## src/rtl/pipe_hazard_ctrl_if.sv

```systemverilog
// Host/pipeline-side signal bundle for pipe_hazard_ctrl; counter ports exist only with HAZARD_PERF_CNT_EN.
interface pipe_hazard_ctrl_if #(
  parameter int REG_ADDR_WIDTH = 5,
  parameter int PERF_CNT_WIDTH = 32
);
  logic                      run;
  logic                      step;
  logic [REG_ADDR_WIDTH-1:0] id_rs;
  logic [REG_ADDR_WIDTH-1:0] id_rt;
  logic                      id_rs_used;
  logic                      id_rt_used;
  logic [REG_ADDR_WIDTH-1:0] ex_rd;
  logic                      ex_mem_read;
  logic                      id_branch_taken;
  logic                      mem_busy;
  logic                      pc_en;
  logic                      if_id_en;
  logic                      if_id_flush;
  logic                      id_ex_bubble;
  logic                      pipe_en;
  logic [1:0]                state;
`ifdef HAZARD_PERF_CNT_EN
  logic [PERF_CNT_WIDTH-1:0] stall_cnt;
  logic [PERF_CNT_WIDTH-1:0] flush_cnt;
`endif

  modport master (
    output run, step, id_rs, id_rt, id_rs_used, id_rt_used, ex_rd, ex_mem_read,
           id_branch_taken, mem_busy,
`ifdef HAZARD_PERF_CNT_EN
    input  stall_cnt, flush_cnt,
`endif
    input  pc_en, if_id_en, if_id_flush, id_ex_bubble, pipe_en, state
  );

  modport slave (
    input  run, step, id_rs, id_rt, id_rs_used, id_rt_used, ex_rd, ex_mem_read,
           id_branch_taken, mem_busy,
`ifdef HAZARD_PERF_CNT_EN
    output stall_cnt, flush_cnt,
`endif
    output pc_en, if_id_en, if_id_flush, id_ex_bubble, pipe_en, state
  );
endinterface

```

## src/rtl/pipe_hazard_ctrl.sv

```systemverilog
// Stall/flush/run controller for the 5-stage pipe; outputs are combinational from state and inputs.
// HAZARD_PERF_CNT_EN adds saturating load-use stall and branch flush counters.
module pipe_hazard_ctrl (
  input  logic               clk,
  input  logic               reset,
  pipe_hazard_ctrl_if.slave  bus
);

  typedef enum logic [1:0] {
    ST_RUN  = 2'd0,
    ST_HALT = 2'd1,
    ST_STEP = 2'd2
  } state_t;

  state_t state_q;

  logic active;
  logic load_use;
  logic pc_en_c, if_id_en_c, if_id_flush_c, id_ex_bubble_c, pipe_en_c;

  always_ff @(posedge clk or posedge reset) begin
    if (reset) begin
      state_q <= ST_HALT;
    end else begin
      case (state_q)
        ST_RUN:  if (!bus.run) state_q <= ST_HALT;
        ST_HALT: begin
          if (bus.run)       state_q <= ST_RUN;
          else if (bus.step) state_q <= ST_STEP;
        end
        ST_STEP: state_q <= bus.run ? ST_RUN : ST_HALT;
        default: state_q <= ST_HALT;
      endcase
    end
  end

  assign active   = (state_q == ST_RUN) || (state_q == ST_STEP);
  // Register 0 is hardwired, so a load targeting it never creates a dependency.
  assign load_use = bus.ex_mem_read && (bus.ex_rd != '0) &&
                    ((bus.id_rs_used && (bus.id_rs == bus.ex_rd)) ||
                     (bus.id_rt_used && (bus.id_rt == bus.ex_rd)));

  always_comb begin
    pc_en_c        = 1'b0;
    if_id_en_c     = 1'b0;
    if_id_flush_c  = 1'b0;
    id_ex_bubble_c = 1'b0;
    pipe_en_c      = 1'b0;
    if (reset) begin
      if_id_flush_c  = 1'b1;
      id_ex_bubble_c = 1'b1;
    end else if (active) begin
      if (bus.mem_busy) begin
        // whole pipe holds
      end else if (load_use) begin
        pipe_en_c      = 1'b1;
        id_ex_bubble_c = 1'b1;
      end else if (bus.id_branch_taken) begin
        pc_en_c       = 1'b1;
        if_id_en_c    = 1'b1;
        if_id_flush_c = 1'b1;
        pipe_en_c     = 1'b1;
      end else begin
        pc_en_c    = 1'b1;
        if_id_en_c = 1'b1;
        pipe_en_c  = 1'b1;
      end
    end
  end

  assign bus.pc_en        = pc_en_c;
  assign bus.if_id_en     = if_id_en_c;
  assign bus.if_id_flush  = if_id_flush_c;
  assign bus.id_ex_bubble = id_ex_bubble_c;
  assign bus.pipe_en      = pipe_en_c;
  assign bus.state        = state_q;

`ifdef HAZARD_PERF_CNT_EN
  logic stall_inc, flush_inc;
  assign stall_inc = active && load_use && !bus.mem_busy;
  assign flush_inc = active && if_id_flush_c;

  always_ff @(posedge clk or posedge reset) begin
    if (reset) begin
      bus.stall_cnt <= '0;
      bus.flush_cnt <= '0;
    end else begin
      if (stall_inc && (bus.stall_cnt != '1)) bus.stall_cnt <= bus.stall_cnt + 1'b1;
      if (flush_inc && (bus.flush_cnt != '1)) bus.flush_cnt <= bus.flush_cnt + 1'b1;
    end
  end
`endif

endmodule

```

## src/flat_wrapper.sv

```systemverilog
// flat-port wrapper written by rule: the top's interface ports become plain ports
module pipe_hazard_ctrl_flat 
  (clk, reset, bus_run, bus_step, bus_id_rs, bus_id_rt, bus_id_rs_used, bus_id_rt_used, bus_ex_rd, bus_ex_mem_read, bus_id_branch_taken, bus_mem_busy, bus_pc_en, bus_if_id_en, bus_if_id_flush, bus_id_ex_bubble, bus_pipe_en, bus_state);
  pipe_hazard_ctrl_if bus_i ();
  input  logic clk;
  input  logic reset;
  input wire logic [$bits(bus_i.run)-1:0] bus_run;
  input wire logic [$bits(bus_i.step)-1:0] bus_step;
  input wire logic [$bits(bus_i.id_rs)-1:0] bus_id_rs;
  input wire logic [$bits(bus_i.id_rt)-1:0] bus_id_rt;
  input wire logic [$bits(bus_i.id_rs_used)-1:0] bus_id_rs_used;
  input wire logic [$bits(bus_i.id_rt_used)-1:0] bus_id_rt_used;
  input wire logic [$bits(bus_i.ex_rd)-1:0] bus_ex_rd;
  input wire logic [$bits(bus_i.ex_mem_read)-1:0] bus_ex_mem_read;
  input wire logic [$bits(bus_i.id_branch_taken)-1:0] bus_id_branch_taken;
  input wire logic [$bits(bus_i.mem_busy)-1:0] bus_mem_busy;
  output wire logic [$bits(bus_i.pc_en)-1:0] bus_pc_en;
  output wire logic [$bits(bus_i.if_id_en)-1:0] bus_if_id_en;
  output wire logic [$bits(bus_i.if_id_flush)-1:0] bus_if_id_flush;
  output wire logic [$bits(bus_i.id_ex_bubble)-1:0] bus_id_ex_bubble;
  output wire logic [$bits(bus_i.pipe_en)-1:0] bus_pipe_en;
  output wire logic [$bits(bus_i.state)-1:0] bus_state;
  assign bus_i.run = bus_run;
  assign bus_i.step = bus_step;
  assign bus_i.id_rs = bus_id_rs;
  assign bus_i.id_rt = bus_id_rt;
  assign bus_i.id_rs_used = bus_id_rs_used;
  assign bus_i.id_rt_used = bus_id_rt_used;
  assign bus_i.ex_rd = bus_ex_rd;
  assign bus_i.ex_mem_read = bus_ex_mem_read;
  assign bus_i.id_branch_taken = bus_id_branch_taken;
  assign bus_i.mem_busy = bus_mem_busy;
  assign bus_pc_en = bus_i.pc_en;
  assign bus_if_id_en = bus_i.if_id_en;
  assign bus_if_id_flush = bus_i.if_id_flush;
  assign bus_id_ex_bubble = bus_i.id_ex_bubble;
  assign bus_pipe_en = bus_i.pipe_en;
  assign bus_state = bus_i.state;
  pipe_hazard_ctrl u_core (.clk(clk), .reset(reset), .bus(bus_i));
endmodule
```

## config.mk

```make
export PLATFORM = sky130hd
export DESIGN_NAME = pipe_hazard_ctrl_flat
export DESIGN_NICKNAME = d
export VERILOG_FILES = /design/src/rtl/pipe_hazard_ctrl_if.sv /design/src/rtl/pipe_hazard_ctrl.sv /design/src/flat_wrapper.sv
export SDC_FILE = /design/constraint.sdc
export NUM_CORES = 1
export LEC_CHECK = 0
export ABC_AREA = 1
export ABC_CLOCK_PERIOD_IN_PS = 2140
export CORE_AREA = 2 2 39 41
export CTS_CLUSTER_SIZE = 30
export DETAILED_ROUTE_END_ITERATION = 10
export DIE_AREA = 0 0 41 43
export PLACE_DENSITY = 0.69
export SETUP_SLACK_MARGIN = 0.15
export SKIP_CTS_REPAIR_TIMING = 1
export SYNTH_ARGS = -nofsm -noshare
export SYNTH_HDL_FRONTEND = slang
export SYNTH_SLANG_ARGS = --single-unit
```

## constraint.sdc

```tcl
create_clock -name clk -period 2.14 [get_ports clk]
set_input_delay 0.428 -clock clk [delete_from_list [all_inputs] [get_ports clk]]
set_output_delay 0.428 -clock clk [all_outputs]
set_load 0.02 [all_outputs]
```

# Word-level counts from Yosys, hierarchy flattened
# Index checks and enable logic that the tools add are counted.
# word_totals
reg_bits,2
wordCells,37
out_inout_bits,7
in_bits,24
# op_classes
mux,21
reduce_logical,9
eq_ne,6
# op_table
op,count
1-bit 2-to-1 mux,17
5-bit == test,2
2-bit 2-to-1 mux,3
2-bit case mux with 3 select lines,1
5-bit nonzero test,1
1-bit logical AND,4
3-bit inequality test (second input constant),1
2-bit by 1-bit == test with 1-bit output (second input constant),1
2-bit == test (second input constant),1
2-bit logical NOT,1
1-bit logical OR,2
2-bit inequality test (second input constant),1
2-bit AND reduction,1

# Logic depth before layout (Yosys ltp)
# depth
word_depth,8
depth_mapped,9
depth_no_buf,9

# Worst setup path after synthesis
# OpenSTA, ideal clock, no wires.
# synth_timing
path_type,input port to output port
startpoint,input bus_mem_busy
endpoint,output bus_pc_en
required_ns,1.712
path_slack_ns,-0.079
stages,5
path_buffers,1
arrival_ns,1.791
path_cell_list,nor2_1 > inv_1 > nor2_1 > a21boi_0 > buf_4
# synth_between
elab_chain_len,3
# synth_lines
element,line,rtl
"start, declared",flat_wrapper.sv:16,input wire logic [$bits(bus_i.mem_busy)-1:0] bus_mem_busy;
1-bit 2-to-1 mux (3 in series),n/a,
"end, declared",flat_wrapper.sv:17,output wire logic [$bits(bus_i.pc_en)-1:0] bus_pc_en;
# No other way between the ends.

# Worst setup path in the final report
# layout_timing
startpoint,input bus_mem_busy
endpoint,output bus_if_id_en
# layout_between
elab_chain_len,3
# layout_lines
element,line,rtl
1-bit 2-to-1 mux,pipe_hazard_ctrl.sv:53,if (bus.mem_busy) begin
1-bit 2-to-1 mux,pipe_hazard_ctrl.sv:52,end else if (active) begin
1-bit 2-to-1 mux,pipe_hazard_ctrl.sv:49,if (reset) begin
"end, declared",flat_wrapper.sv:18,output wire logic [$bits(bus_i.if_id_en)-1:0] bus_if_id_en;
# No other way between the ends.

==> flow_metrics.py <==
metrics = {
    "worst_hold_path": {
        "holdCritPathClass": "reg -> reg",
    },
    "power_and_ir_drop": {
        "max-vdd-ir-drop_mv": 0.3015,
        "finalPower_w": 0.0002544,
        "p_per_area_nw_per_um2": 328.4,
        "power.share.sequential": 0.174,
        "pwr-share-comb": 0.458,
        "p_sw_w": 0.00007977,
        "p_sw_frac": 0.3136,
        "clock_power_share": 0.368,
        "power.internal_w": 0.0001746,
        "p_leak_nw": 0.5818,
    },
    "placement": {
        "place_ws_ns": -0.4496,
        "placed_area_sq_um": 678.2,
        "port_buffers": 30,
        "gp_congestion": 0.6724,
        "dp.cells": 123,
        "dp_hpwl_um": 869.1,
    },
    "sta": {
        "relSlewSlack": 0.8465,
        "drv_slew": 0,
        "worst_pin_slew_ns": 0.2295,
        "setup_viol": 0,
        "setup_slack_ns": 0.2476,
        "fin_crit_sh": 0.8843,
        "fmax_ghz": 0.5284,
        "period_needed_ns": 1.892,
        "skew_ns": 0.004253,
        "rsz0062_at_grt": "no",
        "finalHoldViolations": 0,
    },
    "critical_path": {
        "endpoint_kind": "primary output",
        "crit_arrival_ns": 1.46,
        "start_kind": "input port",
        "critPathMaxFanout": 2,
        "path_class": "in -> out",
        "worstPathRequired_ns": 1.71,
    },
    "logic_synthesis": {
        "async_flop_share": 1.000,
        "syn_area_sq_um": 346.6,
        "synth_nets": 100,
        "ys.flop_type": "dfstp_2",
        "ys_ff_latch": 2,
        "yosysUniqueCellTypes": 12,
        "seq_area_frac_synth": 0.1480,
        "synth_area_per_cell_sq_um": 4.560,
        "ys_top_cells_by_area": "nand2_1, inv_1, nor2_1",
        "synth_top_cells_by_count": "nand2_1, inv_1, nor2_1, nand3_1",
        "yosysTopAreaCellShare": 0.3791,
        "synth_warnings": 0,
        "yosysMostFrequentCell": "nand2_1",
        "yosys.area.top_type": "nand2_1",
        "netlist_instances": 76,
        "synth_edf_count": 0,
    },
    "global_routing": {
        "grt_pass1_vias": 514,
        "grt-ovfl-total": 0,
        "grt_max_degree": 5,
        "grt.total_usage": 0.1466,
        "antenna_found_initial": 0,
        "grt_pass1_wl_um": 1745,
    },
    "final_layout": {
        "nets": 138,
        "design_area_sq_um": 774.5,
        "drive_above_1_share": 0.2035,
        "area_growth_pct": 123.5,
        "ff_latch_area_sq_um": 51.30,
        "largest_reg_flops": 2,
        "layout.cells.non_filler": 129,
        "diodes": 0,
        "multiInputGateArea_sq_um": 237.7,
        "n_fill_cell": 144,
    },
    "route": {
        "drt_wl_total_um": 1143,
        "avgViaCountPerCell": 4.078,
        "wl_per_cell_um": 8.860,
        "antenna_left": 0,
        "drtIter0Drc": 4,
        "firstDrtPassIters": 3,
        "via_count": 526,
        "drc": 0,
    },
    "clocking": {
        "htreeDepth": 1,
        "cts_tree": "done",
        "clockBufferDepth": 2,
        "cts_buffers": 3,
        "clkSlewWorstSetupHoldPaths_ns": 0.03,
        "worstSkewPairLatency_ns": 0.23,
        "cts_root_buf": "clkbuf_4",
        "cts.sinks": 2,
    },
    "flow_run": {
        "cap_violations": 0,
    },
    "run_status": {
        "status": "finished, final reports clean",
    },
    "floorplanning": {
        "start_util": 0.2505,
        "dieHeight_um": 43,
        "num_rows": 14,
        "dieWidth_um": 41,
        "core_sq_um": 1384,
        "io_pins": 31,
        "die-area_sq_um": 1763,
    },
}
area by class of cell:
type	count	share of cell area
Inverter	19	0.09208
Tap cell	16	0.02585
Sequential cell	2	0.06624
Timing Repair Buffer	34	0.4750
Multi-Input combinational cell	54	0.3069
Clock buffer	4	0.03393
metrics by stage:
stage	util	TNS, ns	hold slack (ns)
6_report	0.5597	0	0.4940
5_1_grt	0.5597	0	0.5027
4_1_cts	0.5090	-1.818	0.4832
3_5_place_dp	0.4901	-1.796	0.4722
3_3_place_gp	0.4901	-1.655	0.4579
2_1_floorplan	-	0	0.1851
final timing paths:
| path | start | end | slack [ns] | cells after the start |
|---|---|---|---|---|
| max in group asynchronous | reset | u_core.bus.state[0] | 1.39 | 3 |
| setup reg to reg | u_core.bus.state[0] | u_core.bus.state[1] | 1.30 | 2 |
| setup / recovery | bus_mem_busy | bus_if_id_en | 0.25 | 6 |
| min in group asynchronous | reset | u_core.bus.state[1] | 0.56 | 3 |
| hold reg to reg | u_core.bus.state[1] | u_core.bus.state[1] | 0.49 | 1 |
| hold / removal | u_core.bus.state[1] | u_core.bus.state[1] | 0.49 | 1 |
routing by layer:
layer | wire length, um | global-route usage
met1 | 429 | 0.1383
met2 | 591 | 0.2469
met3 | 113 | 0.04712
met4 | 10 | 0.1000
met5 | 0 | 0
worst max-delay path, stage by stage:
cell	delay, ns
clkdlybuf4s50_1	0.39
nor2_1	0.12
inv_1	0.08
nor2_2	0.09
a21boi_2	0.18
buf_2	0.18
power groups by stage:
stage,sequential [W],clock [W],combinational (W)
floorplan,0.0000473,0,0.0000442
global placement,0.0000445,0,0.000116
detailed placement,0.0000445,0,0.000117
CTS,0.0000442,0.0000981,0.000119
global route,0.0000447,0.000101,0.000128
finish,0.0000443,0.0000936,0.000116
cell usage in the layout (no fill, tap or decap):
master / count
nor2_2: 3
o21ai_1: 1
nand3_1: 2
buf_6: 2
nor3_1: 1
dfstp_2: 1
o21ai_0: 1
inv_2: 4
buf_4: 4
nand2_2: 2
dlymetal6s2s_1: 18
dfrtp_1: 1
nand4_1: 1
nor2_1: 8
inv_1: 15
clkbuf_2: 1
buf_2: 1
clkbuf_4: 3
clkdlybuf4s50_1: 8
clkbuf_1: 1
a21boi_2: 1
nand3_2: 1
nand2_1: 33
cells by family (layout without fill, tap and decap cells):
kind of cell           count (synthesis)  count (layout)  share of synthesized area
and+or+nand+nor                       51              51                     0.5740
buffers and inverters                 20              57                     0.2274
AOI/OAI and AO/OA                      3               3                    0.05055
DFF                                    2               2                     0.1480
(Power assumes the default switching activity.)
